### src/rtl/alu_control_unit.sv
// Multi-cycle decoder/sequencer driving the 8-bit ALU and register file.
// Optional feature: define ALU_CTRL_ILLEGAL_TRAP_EN to halt on illegal opcodes.
module alu_control_unit #(
    parameter int unsigned ADD_CYCLES   = 2,
    parameter int unsigned LOGIC_CYCLES = 1
) (
    input  logic        CLK,
    input  logic        RESET,
    input  logic [31:0] INSTRUCTION,
    input  logic        INSTR_VALID,
    output logic        INSTR_READY,
    output logic [2:0]  ALUOP,
    output logic        IMM_SEL,
    output logic        NEG_SEL,
    output logic [7:0]  IMMEDIATE,
    output logic [2:0]  READREG1,
    output logic [2:0]  READREG2,
    output logic [2:0]  WRITEREG,
    output logic        WRITE_EN,
    output logic        BUSY,
    output logic        ILLEGAL
);

    localparam int unsigned CNT_W = 3;
    localparam int unsigned OP_W  = 8;

    localparam logic [OP_W-1:0] OP_LOADI = 8'h00;
    localparam logic [OP_W-1:0] OP_MOV   = 8'h01;
    localparam logic [OP_W-1:0] OP_ADD   = 8'h02;
    localparam logic [OP_W-1:0] OP_SUB   = 8'h03;
    localparam logic [OP_W-1:0] OP_AND   = 8'h04;
    localparam logic [OP_W-1:0] OP_OR    = 8'h05;

`ifdef ALU_CTRL_ILLEGAL_TRAP_EN
    typedef enum logic [2:0] {IDLE, DECODE, EXEC, WB, HALT} state_t;
`else
    typedef enum logic [1:0] {IDLE, DECODE, EXEC, WB} state_t;
`endif

    state_t           state, next_state;
    logic [CNT_W-1:0] cnt, cnt_next;
    logic [OP_W-1:0]  opcode_q;
    logic             accept;
    logic             op_illegal_q;
    logic             op_arith_q;
    logic             new_illegal;

    // Address fields only use their low 3 bits; the rest is deliberately dropped.
    logic unused_addr_bits;
    assign unused_addr_bits = ^{INSTRUCTION[23:19], INSTRUCTION[15:11]};

    function automatic logic is_illegal(input logic [OP_W-1:0] op);
        return op > OP_OR;
    endfunction

    function automatic logic [2:0] aluop_of(input logic [OP_W-1:0] op);
        case (op)
            OP_ADD, OP_SUB: aluop_of = 3'b001;
            OP_AND:         aluop_of = 3'b010;
            OP_OR:          aluop_of = 3'b011;
            default:        aluop_of = 3'b000;
        endcase
    endfunction

    assign op_illegal_q = is_illegal(opcode_q);
    assign op_arith_q   = (opcode_q == OP_ADD) || (opcode_q == OP_SUB);
    assign new_illegal  = accept && is_illegal(INSTRUCTION[31:24]);

    // State and execute counter register.
    always_ff @(posedge CLK) begin
        if (RESET) begin
            state <= IDLE;
            cnt   <= '0;
        end else begin
            state <= next_state;
            cnt   <= cnt_next;
        end
    end

    // Next-state logic.
    always_comb begin
        next_state = state;
        cnt_next   = cnt;
        accept     = 1'b0;
        case (state)
            IDLE: begin
                if (INSTR_VALID && INSTR_READY) begin
                    accept     = 1'b1;
                    next_state = DECODE;
                end
            end
            DECODE: begin
                if (op_illegal_q) begin
`ifdef ALU_CTRL_ILLEGAL_TRAP_EN
                    next_state = HALT;
`else
                    next_state = IDLE;
`endif
                end else begin
                    next_state = EXEC;
                    cnt_next   = op_arith_q ? CNT_W'(ADD_CYCLES - 1) : CNT_W'(LOGIC_CYCLES - 1);
                end
            end
            EXEC: begin
                if (cnt == '0) begin
                    next_state = WB;
                end else begin
                    cnt_next = cnt - CNT_W'(1);
                end
            end
            WB:      next_state = IDLE;
`ifdef ALU_CTRL_ILLEGAL_TRAP_EN
            HALT:    next_state = HALT;
`endif
            default: next_state = IDLE;
        endcase
    end

    // Registered outputs; decoded fields load only on the edge that enters DECODE.
    always_ff @(posedge CLK) begin
        if (RESET) begin
            INSTR_READY <= 1'b0;
            BUSY        <= 1'b0;
            WRITE_EN    <= 1'b0;
            ILLEGAL     <= 1'b0;
            opcode_q    <= '0;
            ALUOP       <= 3'b000;
            IMM_SEL     <= 1'b0;
            NEG_SEL     <= 1'b0;
            IMMEDIATE   <= '0;
            READREG1    <= '0;
            READREG2    <= '0;
            WRITEREG    <= '0;
        end else begin
            INSTR_READY <= (next_state == IDLE);
            BUSY        <= (next_state != IDLE);
            WRITE_EN    <= (next_state == WB);
`ifdef ALU_CTRL_ILLEGAL_TRAP_EN
            ILLEGAL     <= ILLEGAL | new_illegal;
`else
            ILLEGAL     <= new_illegal;
`endif
            if (accept) begin
                opcode_q  <= INSTRUCTION[31:24];
                ALUOP     <= aluop_of(INSTRUCTION[31:24]);
                IMM_SEL   <= (INSTRUCTION[31:24] == OP_LOADI);
                NEG_SEL   <= (INSTRUCTION[31:24] == OP_SUB);
                IMMEDIATE <= INSTRUCTION[7:0];
                READREG1  <= INSTRUCTION[10:8];
                READREG2  <= INSTRUCTION[2:0];
                WRITEREG  <= INSTRUCTION[18:16];
            end
        end
    end

endmodule
### config.mk
export PLATFORM = sky130hd
export DESIGN_NAME = alu_control_unit
export DESIGN_NICKNAME = d
export VERILOG_FILES = /design/src/rtl/alu_control_unit.sv
export SDC_FILE = /design/constraint.sdc
export NUM_CORES = 1
export LEC_CHECK = 0
export CORE_MARGIN = 5
export CORE_UTILIZATION = 38
export CTS_CLUSTER_SIZE = 40
export DETAILED_ROUTE_END_ITERATION = 10
export PLACE_DENSITY = 0.79
export SLEW_MARGIN = 20
export SYNTH_ARGS = -nofsm -noshare
export SYNTH_HDL_FRONTEND = slang
export SYNTH_SLANG_ARGS = --single-unit
### constraint.sdc
create_clock -name CLK -period 1.75 [get_ports CLK]
set_input_delay 0.35 -clock CLK [delete_from_list [all_inputs] [get_ports CLK]]
set_output_delay 0.35 -clock CLK [all_outputs]
set_load 0.005 [all_outputs]
* After elaboration in Yosys (flattened, before gate mapping)
Index checks and enable logic that the tools add are counted.
Storage, ports and cells: flip-flop bits (word level) 39, input port bits 35, output and inout bits 26
Operators by class: add/sub/neg operators 1, order comparisons 2, equal/unequal tests 12, multiplexer cells 11, reductions and logical operators 11
Operators with widths (number):
- 8-bit by 2-bit equality test with 1-bit output, second input constant | 4
- 8-bit by 3-bit equality test with 1-bit output, second input constant | 2
- 8-bit by 3-bit > comparator with 1-bit output, second input constant | 2
- 8-bit logical NOT | 1
- 2-bit case mux with 4 select lines | 1
- 2-bit equality test, second input constant | 3
- 2-bit two-way mux | 3
- 3-bit two-way mux | 2
- 2-bit case mux with 3 select lines | 1
- 3-bit case mux with 2 select lines | 1
- 2-bit logical NOT | 2
- 2-bit inequality test, second input constant | 2
- 2-bit nonzero test | 2
- 3-bit logical NOT | 1
- 1-bit two-way mux | 3
- 3-bit AND reduction | 1
- 3-bit by 1-bit subtractor with 3-bit output, second input constant | 1
- 2-bit by 1-bit equality test with 1-bit output, second input constant | 1
- 1-bit logical AND | 2
- 2-bit OR reduction | 1
- 1-bit logical OR | 1

* Longest topological paths before layout
Gate-level depths: netlist of run 1.
depth after elaboration 5, depth in mapped cells 6, depth with buffers taken out 6

* Least setup slack after synthesis of run 1
Ideal clock, no wire load.
path type register -> register, start point reg opcode_q[4], end point reg cnt[0], arrival time 1447 ps, slack 173 ps, stages on the path, launching flop included 5, clock period less this slack 1577 ps, cell sequence dfxtp_1 or4_4 nor4b_4 or3_2 a31oi_1
Between the ends: word-level cells in the longest chain between the ends 5, elaborated cells between the ends (all ways) 9, those cells by class order compare (1); eq/ne (3); mux (3); reduce/logical (2)
RTL lines:
- start, declared | line 42 | logic [OP_W-1:0] opcode_q;
- start signal, assigned | line 144 | opcode_q <= INSTRUCTION[31:24];
- parallel branches: the longest is 5 deep, another holds 8-bit by 3-bit > comparator with 1-bit output
- end signal, assigned | line 76 | cnt <= cnt_next;
- end, declared | line 41 | logic [CNT_W-1:0] cnt, cnt_next;
Several ways; the timed one is not identified. The select of a mux whose other input is x is not followed. A chain may end at the register's enable or synchronous reset.

* Worst setup path after layout of run 1
start point in INSTRUCTION[29], end point reg NEG_SEL
Between the ends: word-level cells in the longest chain between the ends 1
RTL lines:
- start, declared | line 9 | input logic [31:0] INSTRUCTION,
- 8-bit by 2-bit equality test with 1-bit output | line 147 | NEG_SEL <= (INSTRUCTION[31:24] == OP_SUB);
- end signal, assigned | line 147
- end, declared | line 14 | output logic NEG_SEL,
No other way between the ends.

==> flow_summary.toml, run 1 <==
[placed_design]
dpl.hpwl_mm = 2.07
dp_cells = 249
place.gp.congestion = 0.785
numPortBuffers = 49
pre_cts_ws_ns = -0.168

[layout]
area_growth_pct = 46.9
final_common_cell = "clkdlybuf4s50_1"
final_cell_mix = "clkdlybuf4s50_1, nand2_1, dfxtp_1"
num_antenna_cells = 0
drive_gt1_frac = 0.0751
nets = 249
fin_cells = 259

[pwr]
ir_worst_vdd_mv = 0.496
p_comb_frac = 0.200
power_density_mw_per_mm2 = 903
seq_power_share = 0.482
p_int_uw = 1330
p_leak_uw = 0.000701
switching_power_uw = 450
p_sw_frac = 0.252
clock_power_share = 0.318

[floorplanning]
io_pins = 61
fp.dieArea_mm2 = 0.00482
initial_utilization = 0.396
core_area_mm2 = 0.00339
die_x_um = 69.4
dieHeight_um = 69.4
num_rows = 21

[worst_hold_path]
worstHoldPathType = "register to register"
whs_endpoint = "IMMEDIATE[6]$_SDFFE_PP0P_"
holdPathStages = 2
worstHoldStart = "IMMEDIATE[6]$_SDFFE_PP0P_"

[clock_network]
clock-sinks = 34
postCtsHoldBufs = 0
post_cts_buffers = 0
path_clk_slew_ns = 0.11
numCtsBuffers = 5
cts-resized-gates = 0
cts_tree = "done"
insertion_delay_ns = 0.34
cts.htree.levels = 2
cts_buffer_depth = 2
cts_root_buf = "clkbuf_4"

[detailed_routing]
viasPerCell = 4.77
wl_per_cell_um = 11.4
drtIter0Drc = 28
routed_wl_mm = 2.94
dr.pass1.iters = 4
vias = 1236
ant_nets = 0
post-route-drc-count = 0

[synthesis]
ys_ff_latch = 34
syn-num-nets = 201
synth_top_area_cell = "dfxtp_1"
synthesis.area_mm2 = 0.00134
syn_avg_cell_area_um2 = 8.19
synthTopCellsByArea = "dfxtp_1, nand2_1, a21oi_1"
ys_warn_count = 0
syn_inst = 164
synth_top_area_frac = 0.507
synth_seq_area_share = 0.507
ys_types = 32

[sta]
slew_violations = 0
setup_viol = 0
finalClockSkew_ns = 0.0133
rsz0062_at_grt = "false"
finalCritPeriodShare = 0.901
fin_crit_ns = 1.58
fin_ws_ns = 0.173
hold_violations = 0
fmax_mhz = 634

[grt]
grt_max_degree = 29
grt_pass1_vias = 1137
grt_pass1_wl_mm = 4.90
grt_overflow = 0
grtUsageTotal = 0.126
antenna_found_initial = 0

[setup_path]
cp_max_fo = 4
worstPathRequired_ns = 2.03
reg2reg_depth = 5
crit_type = "input pin to register"
setup.worst_path.start_class = "input pin"
reg2reg_from = "opcode_q[4]$_SDFFE_PP0P_"
critPathSlowestCell = "or4_1"
r2r-end = "cnt[0]$_SDFFE_PP0P_"
cp-end-kind = "register"
slowest_delay_ns = 0.54
path_cells = "clkdlybuf4s50_1 -> or4_1 -> nor2_1 -> nand4_1 -> a21oi_1"
worstPathArrival_ns = 1.86
path_delay_family = "simple AND/OR/NAND/NOR gates"
rrSetupSlack_ns = 0.17
cp.buffers_inverters = 1

[job]
cap_violations = 0

[status]
outcome = "completed"
-- flip-flops by register name (all words and copies together) (netlist names) --
register / flops
IMMEDIATE: 8
IMM_SEL: 1
ALUOP: 2
READREG1: 3
cnt: 3
INSTR_READY: 1
WRITEREG: 3
ILLEGAL: 1
BUSY: 1
WRITE_EN: 1
opcode_q: 7
state: 2
NEG_SEL: 1
-- worst max-delay path by stage --
stage | slack [ns] | startpoint | depth (start not counted) | end
final | 0.17 | INSTRUCTION[29] | 5 | NEG_SEL$_SDFFE_PP0P_
after global routing | 0.09 | opcode_q[4]$_SDFFE_PP0P_ | 5 | cnt[0]$_SDFFE_PP0P_
after CTS | 0.03 | opcode_q[4]$_SDFFE_PP0P_ | 4 | cnt[0]$_SDFFE_PP0P_
after detailed placement | -0.17 | INSTRUCTION[29] | 5 | NEG_SEL$_SDFFE_PP0P_
after global placement | -0.16 | INSTRUCTION[28] | 5 | NEG_SEL$_SDFFE_PP0P_
after floorplan | 0.17 | opcode_q[4]$_SDFFE_PP0P_ | 4 | cnt[0]$_SDFFE_PP0P_
-- area by class of cell --
type | instances | area [um^2]
fillers | 299 | 1420
flip-flops and latches | 34 | 681
multi-input cells | 114 | 587
repair buffers | 55 | 561
well taps | 46 | 57.6
clock buffers | 6 | 41.3
clock inverters | 2 | 37.5
inverters | 2 | 7.51
-- metal layers --
layer,part of all wire,vias up,track usage
li1,-,641,-
met1,0.42,550,0.127
met2,0.46,40,0.212
met3,0.10,5,0.0739
met4,0.016,0,0.0521
met5,0,-,0
-- kinds of logic (layout without fill, tap and decap cells) --
kind of cell / count (synthesis) / after routing / synth area share
AO/OA/AOI/OAI: 33 / 33 / 0.134
XOR/XNOR: 1 / 1 / 0.00652
adder cells (fa/ha/maj): 2 / 2 / 0.0186
buffers and inverters: 16 / 65 / 0.0559
flip-flops: 34 / 34 / 0.507
other: 1 / 1 / 0.00279
AND/OR/NAND/NOR: 77 / 77 / 0.275
-- cell usage after synthesis --
master,number
or4_1,1
o21ai_0,1
nor2_1,4
buf_1,1
o211ai_1,1
and2_1,1
conb_1,1
and3_1,1
nor3_1,5
nand2b_1,3
nand4_1,1
nand2_1,47
nor4_1,1
o21bai_1,1
ha_1,2
nor4b_4,1
a31oi_1,1
clkbuf_1,9
or3_2,1
nor4b_1,1
a21o_1,1
inv_1,2
nand3_1,6
a21oi_1,26
a211oi_1,1
buf_4,4
and2b_1,1
o41ai_1,1
xor2_1,1
or4_4,1
dfxtp_1,34
nor2b_1,2
-- metrics by stage --
step	hold slack, ns	setup TNS [ns]	util	total power, uW	instance area [um^2]
global route	0.473	0	0.582	1880	1970
finish	0.453	0	0.582	1780	1970
global placement	0.438	-0.603	0.554	1230	1880
floorplan	0.436	0	-	1050	1340
CTS	0.457	0	0.577	1800	1960
detailed placement	0.444	-0.618	0.554	1230	1880
-- worst register-to-register path, stage by stage, from the launching register on --
cell,delay (ns)
dfxtp_1,0.32
or4_4,0.55
nor4b_4,0.21
buf_4,0.18
o211ai_1,0.09
a31oi_1,0.16
-- power groups by stage --
stage	logic [uW]	registers, uW	clock network [uW]
floorplan	167	879	0
global placement	351	876	0
detailed placement	355	877	0
CTS	355	859	588
global route	395	867	623
finish	356	859	566
Note: power is estimated with default switching activity, not from simulation.
==> run 2: changes to the inputs <==
- CORE_UTILIZATION: 38 -> 40
- PLACE_DENSITY: 0.79 -> 0.83
==> flow_summary.toml, run 2 (synthesis results as in run 1) <==
[layout]
num_antenna_cells = 0
fillers = 296
nets = 249
largest_register_ff_count = 8
final_core_util = 0.594
drive_gt1_frac = 0.0798
largest_register = "IMMEDIATE"
area_growth_pct = 45.4
final_cell_mix = "clkdlybuf4s50_1, nand2_1, dfxtp_1"
top_regs = "IMMEDIATE: 8 flops, opcode_q: 7 flops"
final_common_cell = "clkdlybuf4s50_1"

[clock_network]
cts_buffer_depth = 2
cts_root_buf = "clkbuf_4"
path_clk_slew_ns = 0.11
cts_tree = "done"
postCtsHoldBufs = 0
numCtsBuffers = 5
clock-sinks = 34
insertion_delay_ns = 0.33
cts.htree.levels = 2
cts-resized-gates = 0

[detailed_routing]
viasPerCell = 4.76
ant_nets = 0
drtIter0Drc = 61
routed_wl_mm = 2.98
post-route-drc-count = 0
vias = 1232
dr.pass1.iters = 4
wl_per_cell_um = 11.5

[setup_path]
worstPathArrival_ns = 1.85
cp-end-kind = "register"
setup.worst_path.start_class = "register"
path_cells = "or4_4 -> nor4b_4 -> buf_4 -> o211ai_1 -> a31oi_1"
path_delay_family = "simple AND/OR/NAND/NOR gates"
slowest_delay_ns = 0.55
worstPathRequired_ns = 2.01
cp.buffers_inverters = 1
critPathSlowestCell = "or4_4"
cp_max_fo = 8
rrSetupSlack_ns = 0.16
crit_type = "register to register"

[pwr]
p_int_uw = 1190
p_comb_frac = 0.217
power_density_mw_per_mm2 = 842
p_sw_frac = 0.278
clock_power_share = 0.260
ir_worst_vdd_mv = 0.614
seq_power_share = 0.523
p_leak_uw = 0.000694
switching_power_uw = 457

[placed_design]
dpl.hpwl_mm = 2.17
numPortBuffers = 49
place.gp.congestion = 0.723
pre_cts_ws_ns = -0.175

[sta]
hold_violations = 0
finalCritPeriodShare = 0.910
tns_ns = 0
setup_viol = 0
hold-worst-slack_ns = 0.455
rsz0062_at_grt = "false"
fin_ws_ns = 0.158
fmax_mhz = 628
slew_violations = 0
finalClockSkew_ns = 0.00993
fin_crit_ns = 1.59

[floorplanning]
num_rows = 21
core_area_mm2 = 0.00328
dieHeight_um = 67.9
die_x_um = 67.9
initial_utilization = 0.409
fp.dieArea_mm2 = 0.00462
io_pins = 61

[grt]
grt_max_degree = 29
grtUsageTotal = 0.143
grt_pass1_vias = 1179
grt_overflow = 0
antenna_found_initial = 0
grt_pass1_wl_mm = 5.00

[worst_hold_path]
worstHoldPathType = "register to register"

[status]
outcome = "completed"

[job]
cap_violations = 0
[run 2: changes by cell type in the layout (fill, tap and decap cells not counted), sizes merged]
cell    previous run  this run
clkbuf             6         5
bufinv             1         0
clkinv             0         2
[run 2: path summary, 6_finish.rpt]
kind | from | endpoint | depth (start not counted)
max | opcode_q[4]$_SDFFE_PP0P_ | cnt[0]$_SDFFE_PP0P_ | 5
min | IMMEDIATE[5]$_SDFFE_PP0P_ | IMMEDIATE[5]$_SDFFE_PP0P_ | 2
max reg2reg | opcode_q[4]$_SDFFE_PP0P_ | cnt[0]$_SDFFE_PP0P_ | 5
min reg2reg | IMMEDIATE[5]$_SDFFE_PP0P_ | IMMEDIATE[5]$_SDFFE_PP0P_ | 2
[run 2: stage by stage]
stage	instance area (um^2)	power, uW	cells
global route	1950	1760	259
global placement	1890	1230	250
detailed placement	1890	1240	250
CTS	1940	1670	258
floorplan	1340	1050	164
finish	1950	1640	259
[run 2: area by class of cell]
cell class,instances,area (um^2),area share
clock buffer,5,37.5,0.0192
tap,46,57.6,0.0295
clock inverter,3,21.3,0.0109
timing repair buffer,55,561,0.287
sequential,34,681,0.349
multi-input combinational,114,587,0.301
inverter,2,7.51,0.00385
[run 2: power by group through the flow]
stage               clock network (uW)  registers, uW  logic [uW]
floorplan                            0            879         167
global placement                     0            875         352
detailed placement                   0            878         359
CTS                                452            860         359
global route                       491            869         398
finish                             427            859         357
[run 2: worst register-to-register path: cells and delay by family, from the launching register on]
kind,cells,cell delay [ns]
simple gates,2,0.77
flops,1,0.33
compound gates,2,0.26
buf+inv,1,0.18
[run 2: repair_timing]
item,in CTS,in global routing
endpoints found under the setup margin,0,2
setup buffers,0,1
hold endpoints to repair,0,0
[run 2: per-layer routing]
layer	part of all wire	up-vias	wire, um	global-route usage
met5	0	-	0	0
met2	0.50	33	1500	0.245
met1	0.42	553	1250	0.166
li1	-	642	-	-
met3	0.067	4	200	0.0427
met4	0.0084	0	25	0.0521
